[src/rtl/vgg_pe_pkg.sv]
// Shared types for the VGG PE weight path: sequencer states, rotation select, kernel size.
package vgg_pe_pkg;
    typedef enum logic [1:0] {IDLE, LOAD, RUN, DONE} seq_state_t;
    typedef logic [1:0] cal_state_t;
    localparam int KSIZE = 3;
endpackage

[src/rtl/weight_row_buf.sv]
// Three-row kernel capture register with beat counter; wr_rows/wr_cnt expose the
// post-write contents so a same-cycle beat can be forwarded into another buffer.
module weight_row_buf
    import vgg_pe_pkg::*;
#(
    parameter int DATA_W = 16
) (
    input  logic                       clk,
    input  logic                       reset,
    input  logic                       clr,
    input  logic                       ld,
    input  logic [KSIZE*KSIZE*DATA_W-1:0] ld_rows,
    input  logic [1:0]                 ld_cnt,
    input  logic                       wr,
    input  logic [KSIZE*DATA_W-1:0]    row,
    output logic [KSIZE*KSIZE*DATA_W-1:0] rows,
    output logic [1:0]                 cnt,
    output logic [KSIZE*KSIZE*DATA_W-1:0] wr_rows,
    output logic [1:0]                 wr_cnt
);
    localparam int ROW_W = KSIZE*DATA_W;

    always_comb begin
        wr_rows = rows;
        wr_cnt  = cnt;
        if (wr && cnt != 2'(KSIZE)) begin
            for (int k = 0; k < KSIZE; k++)
                if (cnt == 2'(k)) wr_rows[k*ROW_W +: ROW_W] = row;
            wr_cnt = cnt + 2'd1;
        end
    end

    // clr only rewinds the counter; stale rows are overwritten before they are used
    always_ff @(posedge clk) begin
        if (reset) begin
            rows <= '0;
            cnt  <= '0;
        end else if (clr) begin
            cnt  <= '0;
        end else if (ld) begin
            rows <= ld_rows;
            cnt  <= ld_cnt;
        end else begin
            rows <= wr_rows;
            cnt  <= wr_cnt;
        end
    end
endmodule

[src/rtl/weight_row_sequencer.sv]
// Loads 3x3 kernels as three row beats and steps the PE rotation select per output row.
// Optional WEIGHT_PRELOAD_EN adds a shadow buffer that fills during RUN for a seamless swap.
module weight_row_sequencer
    import vgg_pe_pkg::*;
#(
    parameter int DATA_W      = 16,
    parameter int OUT_ROWS    = 224,
    parameter int NUM_KERNELS = 64,
    localparam int KI_W = (NUM_KERNELS > 1) ? $clog2(NUM_KERNELS) : 1
) (
    input  logic                    clk,
    input  logic                    reset,
    input  logic                    start,
    input  logic                    w_valid,
    output logic                    w_ready,
    input  logic [3*DATA_W-1:0]     w_row,
    input  logic                    row_step,
    output logic [9*DATA_W-1:0]     weight_out,
    output logic                    weights_vld,
    output logic [1:0]              cal_state,
    output logic [KI_W-1:0]         kernel_idx,
    output logic                    busy,
    output logic                    done
);
    localparam int RC_W = (OUT_ROWS > 1) ? $clog2(OUT_ROWS) : 1;

    seq_state_t      state, state_n;
    logic [KI_W-1:0] kidx_n;
    logic [RC_W-1:0] row_cnt, row_n;
    cal_state_t      cal, cal_n;
    logic            pri_clr, pri_ld, pri_wr;
    logic [1:0]      pri_cnt, pri_wr_cnt, pri_ld_cnt;
    logic [9*DATA_W-1:0] pri_wr_rows, pri_ld_rows;
    logic            last_k, last_row;

    assign last_k   = (kernel_idx == KI_W'(NUM_KERNELS-1));
    assign last_row = (row_cnt == RC_W'(OUT_ROWS-1));

    weight_row_buf #(.DATA_W(DATA_W)) u_pri (
        .clk(clk), .reset(reset), .clr(pri_clr), .ld(pri_ld), .ld_rows(pri_ld_rows),
        .ld_cnt(pri_ld_cnt), .wr(pri_wr), .row(w_row), .rows(weight_out), .cnt(pri_cnt),
        .wr_rows(pri_wr_rows), .wr_cnt(pri_wr_cnt)
    );

`ifdef WEIGHT_PRELOAD_EN
    logic            sh_clr, sh_wr;
    logic [1:0]      sh_cnt, sh_wr_cnt;
    logic [9*DATA_W-1:0] sh_rows, sh_wr_rows;

    // primary takes the shadow's post-write view so a beat landing on the swap edge is kept
    weight_row_buf #(.DATA_W(DATA_W)) u_shadow (
        .clk(clk), .reset(reset), .clr(sh_clr), .ld(1'b0), .ld_rows('0), .ld_cnt(2'd0),
        .wr(sh_wr), .row(w_row), .rows(sh_rows), .cnt(sh_cnt),
        .wr_rows(sh_wr_rows), .wr_cnt(sh_wr_cnt)
    );
    assign pri_ld_rows = sh_wr_rows;
    assign pri_ld_cnt  = sh_wr_cnt;
`else
    assign pri_ld_rows = '0;
    assign pri_ld_cnt  = 2'd0;
`endif

    always_ff @(posedge clk) begin
        if (reset) begin
            state      <= IDLE;
            kernel_idx <= '0;
            row_cnt    <= '0;
            cal        <= '0;
        end else begin
            state      <= state_n;
            kernel_idx <= kidx_n;
            row_cnt    <= row_n;
            cal        <= cal_n;
        end
    end

    always_comb begin
        state_n = state;
        kidx_n  = kernel_idx;
        row_n   = row_cnt;
        cal_n   = cal;
        pri_clr = 1'b0;
        pri_ld  = 1'b0;
        pri_wr  = 1'b0;
        w_ready = 1'b0;
`ifdef WEIGHT_PRELOAD_EN
        sh_clr  = 1'b0;
        sh_wr   = 1'b0;
`endif
        case (state)
            IDLE: if (start) begin
                state_n = LOAD;
                kidx_n  = '0;
                pri_clr = 1'b1;
`ifdef WEIGHT_PRELOAD_EN
                sh_clr  = 1'b1;
`endif
            end
            LOAD: begin
                w_ready = 1'b1;
                if (w_valid) begin
                    pri_wr = 1'b1;
                    if (pri_cnt == 2'(KSIZE-1)) begin
                        state_n = RUN;
                        row_n   = '0;
                        cal_n   = '0;
                    end
                end
            end
            RUN: begin
`ifdef WEIGHT_PRELOAD_EN
                w_ready = !last_k && (sh_cnt != 2'(KSIZE));
                sh_wr   = w_valid && w_ready;
`endif
                if (row_step) begin
                    cal_n = (cal == 2'd2) ? 2'd0 : cal + 2'd1;
                    row_n = row_cnt + RC_W'(1);
                    if (last_row) begin
                        cal_n = '0;
                        row_n = '0;
                        if (last_k) begin
                            state_n = DONE;
                        end else begin
                            kidx_n  = kernel_idx + KI_W'(1);
                            state_n = LOAD;
`ifdef WEIGHT_PRELOAD_EN
                            pri_ld = 1'b1;
                            sh_clr = 1'b1;
                            if (sh_wr_cnt == 2'(KSIZE)) state_n = RUN;
`else
                            pri_clr = 1'b1;
`endif
                        end
                    end
                end
            end
            DONE: begin
                state_n = IDLE;
                kidx_n  = '0;
            end
            default: state_n = IDLE;
        endcase
    end

    assign cal_state   = cal;
    assign weights_vld = (state == RUN);
    assign busy        = (state != IDLE);
    assign done        = (state == DONE);

    logic unused;
    assign unused = ^pri_wr_rows ^ ^pri_wr_cnt;
endmodule

[config.mk]
export PLATFORM = sky130hd
export DESIGN_NAME = weight_row_sequencer
export DESIGN_NICKNAME = d
export VERILOG_FILES = /design/src/rtl/vgg_pe_pkg.sv /design/src/rtl/weight_row_buf.sv /design/src/rtl/weight_row_sequencer.sv
export SDC_FILE = /design/constraint.sdc
export NUM_CORES = 1
export LEC_CHECK = 0
export ABC_CLOCK_PERIOD_IN_PS = 7300
export BUFFER_PORTS_ARGS = -buffer_cell sky130_fd_sc_hd__buf_4
export CAP_MARGIN = 0
export CORE_ASPECT_RATIO = 0.6
export CORE_MARGIN = 5
export CORE_UTILIZATION = 33
export CTS_CLUSTER_SIZE = 8
export DETAILED_ROUTE_END_ITERATION = 8
export PLACE_DENSITY = 0.63
export SYNTH_ARGS = -nofsm -noshare
export SYNTH_HDL_FRONTEND = slang
export SYNTH_HIERARCHICAL = 1
export SYNTH_SLANG_ARGS = --single-unit
[constraint.sdc]
create_clock -name clk -period 7.3 [get_ports clk]
set_input_delay 1.46 -clock clk [delete_from_list [all_inputs] [get_ports clk]]
set_output_delay 1.46 -clock clk [all_outputs]
set_load 0.01 [all_outputs]
==> impl_metrics.ini <==
[sta]
layout_setup_ws_ns = 3.70
setup_violations = 0
fin_skew_ns = 0.00952
tightest_slew_ns = 5.46
final_hold_viol_count = 0
period_share_pct = 49.3
slew_viol_final = 145
rsz0062_at_grt = false
clock.fmax_mhz = 278
slew-limit-headroom_pct = -264
fin_crit_ns = 3.60
tns_ns = 0

[cts]
cts_tree = done
clk_latency_ns = 0.44
cts_max_path_buffers = 2
cts_resized = 0
ctsHoldBuffers = 0
htree_levels = 4
clk_pin_slew_ns = 0.07
numCtsBuffers = 17
post_cts_buffers = 0
cts.sinks = 164
root_buffer = clkbuf_16

[die]
initial_core_util_pct = 33.6
die_y_um = 132
dieArea_um2 = 28000
rows = 44
fp.dieW_um = 213
io_pins = 209
coreArea_um2 = 24200

[detailed_routing]
drt-met1-wl_mm = 14.8
drt_pass1_iterations = 6
maxUsedRoutingLayer = met4
antenna_left = 0
viasPerCell = 5.63
met3WireLength_mm = 2.39
vias = 8888
drt_iter0_drc = 741
route.met2.wl_mm = 13.5
totalWireLength_mm = 30.9
wl_per_cell_um = 19.5
drc = 0

[setup_path]
crit_chain = ha_1 -> and3_4 -> a311o_1 -> o21a_1 -> nor2_4 -> buf_4 -> buf_4 -> a22oi_1 -> a31oi_1
worstPathArrival_ns = 3.95
path_depth = 9
worstRegToRegCells = 9
critPathMaxStageDelay_ns = 0.88
regToRegSetupSlack_ns = 3.70
cp_slowest_cell = buf_4
start_kind = flip-flop
critPathMaxFanout = 88
startpoint = kernel_idx[0]$_SDFFE_PP0P_
worst-path-buf-inv = 2
end_kind = flip-flop
crit_top_cell = buf_4
cp-endpoint = u_pri/rows[2]$_SDFFE_PP0N_
r2r_start = kernel_idx[0]$_SDFFE_PP0P_
r2r-end = u_pri/rows[2]$_SDFFE_PP0N_
path_class = reg -> reg
crit_required_ns = 7.65
critical_path.top_delay_family = buffers and inverters

[cells_and_area]
nNetsFinal = 1304
drive_gt1_share_pct = 20.5
antenna_cells = 0
area_delta_synth_final_pct = 31.2
fill_cells = 2456

[logic_synthesis]
synth_area_per_cell_um2 = 8.27
syn_inst = 984
syn-cell-area_um2 = 8140
yosysWarnings = 6

[pwr]
peakVddDrop_v = 0.000178
p_per_area_nw_per_um2 = 228
total_power_w = 0.00244
p_leak_nw = 4.09

[grt]
grt_start_max_net_pins = 145
grt_pass1_vias = 8360
grt_pass1_wl_mm = 48.2
overflow = 0
globalRouteTotalUtil_pct = 21.1
antenna_found_initial = 0

[placed_design]
port_buffers = 208
place_worst_setup_slack_ns = 3.38
post-dp-hpwl_mm = 18.5
place.gp.congestion = 0.788

[flow_run]
max_cap_violations = 0

[hold_path]
hp-class = reg -> reg

[status]
violations = max-slew violations
status = complete, but fails checks
[cell type report]
class	count	area, um2	area share (%)
inverter	8	30.0	0.281
multi-input combinational	835	4770	44.7
sequential	164	3280	30.7
clock inverter	7	46.3	0.434
tap	322	403	3.77
timing repair buffer	218	1640	15.3
clock buffer	25	505	4.73
[flip-flops by register name, indices dropped and copies added, names as in the netlist]
register,flops
kernel_idx,6
state,2
u_pri/rows,144
row_cnt,8
u_pri/cnt,2
cal_state,2
[cell usage in the layout (no fill, tap or decap), types with 3 or more instances in the layout]
cell type	instances
nand3_1	291
buf_4	218
dfxtp_1	164
conb_1	147
a31oi_1	146
a22oi_1	144
clkbuf_16	17
nand2_1	11
a21oi_1	10
o21ai_0	8
nand3b_1	7
or4_1	7
ha_1	7
nand2b_1	6
inv_1	6
clkbuf_8	5
o21a_1	3
nor2b_1	3
nor3_1	3
o31ai_1	3
or3_1	3
nor2_1	3
clkbuf_1	3
clkinvlp_4	3
clkinv_2	3
and3b_2	3
[through the flow]
| stage | hold WS, ns | instances | utilization [%] | cell area, um2 |
|---|---|---|---|---|
| after global placement | 0.459 | 1547 | 41.8 | 10100 |
| final | 0.485 | 1579 | 44.1 | 10700 |
| after CTS | 0.485 | 1579 | 44.1 | 10700 |
| after detailed placement | 0.473 | 1547 | 41.8 | 10100 |
| after global routing | 0.515 | 1579 | 44.1 | 10700 |
| after floorplan | 0.462 | 1130 | - | 8690 |
[per-layer routing]
layer | global-route usage (%) | up-vias
li1 | - | 4195
met1 | 31.1 | 4353
met2 | 30.6 | 328
met3 | 6.65 | 12
met4 | 3.34 | 0
met5 | 0 | -
[how the worst min path moves through the flow]
stage | start | endpoint | slack [ns] | depth (start not counted)
final | cal_state[1]$_SDFFE_PP0P_ | cal_state[1]$_SDFFE_PP0P_ | 0.48 | 2
after global routing | u_pri/rows[138]$_SDFFE_PP0N_ | u_pri/rows[138]$_SDFFE_PP0N_ | 0.51 | 2
after CTS | cal_state[1]$_SDFFE_PP0P_ | cal_state[1]$_SDFFE_PP0P_ | 0.49 | 2
after detailed placement | cal_state[1]$_SDFFE_PP0P_ | cal_state[1]$_SDFFE_PP0P_ | 0.47 | 2
after global placement | cal_state[0]$_SDFFE_PP0P_ | cal_state[0]$_SDFFE_PP0P_ | 0.46 | 2
after floorplan | row_cnt[1]$_SDFFE_PP0P_ | row_cnt[1]$_SDFFE_PP0P_ | 0.46 | 2
[where the power goes]
part | internal, W | total, W | switching (W) | leakage (nW)
Combinational | 0.000214 | 0.000532 | 0.000318 | 2.48
Sequential | 0.000970 | 0.00104 | 0.0000684 | 1.35
Clock | 0.000481 | 0.000867 | 0.000387 | 0.266
[worst register-to-register path, stage by stage (launching register included)]
cell	delay (ns)
dfxtp_1	0.36
ha_1	0.24
and3_4	0.19
a311o_1	0.44
o21a_1	0.24
nor2_4	0.07
buf_4	0.57
buf_4	0.89
a22oi_1	0.27
a31oi_1	0.24
Power figures use the tool's default switching activity.
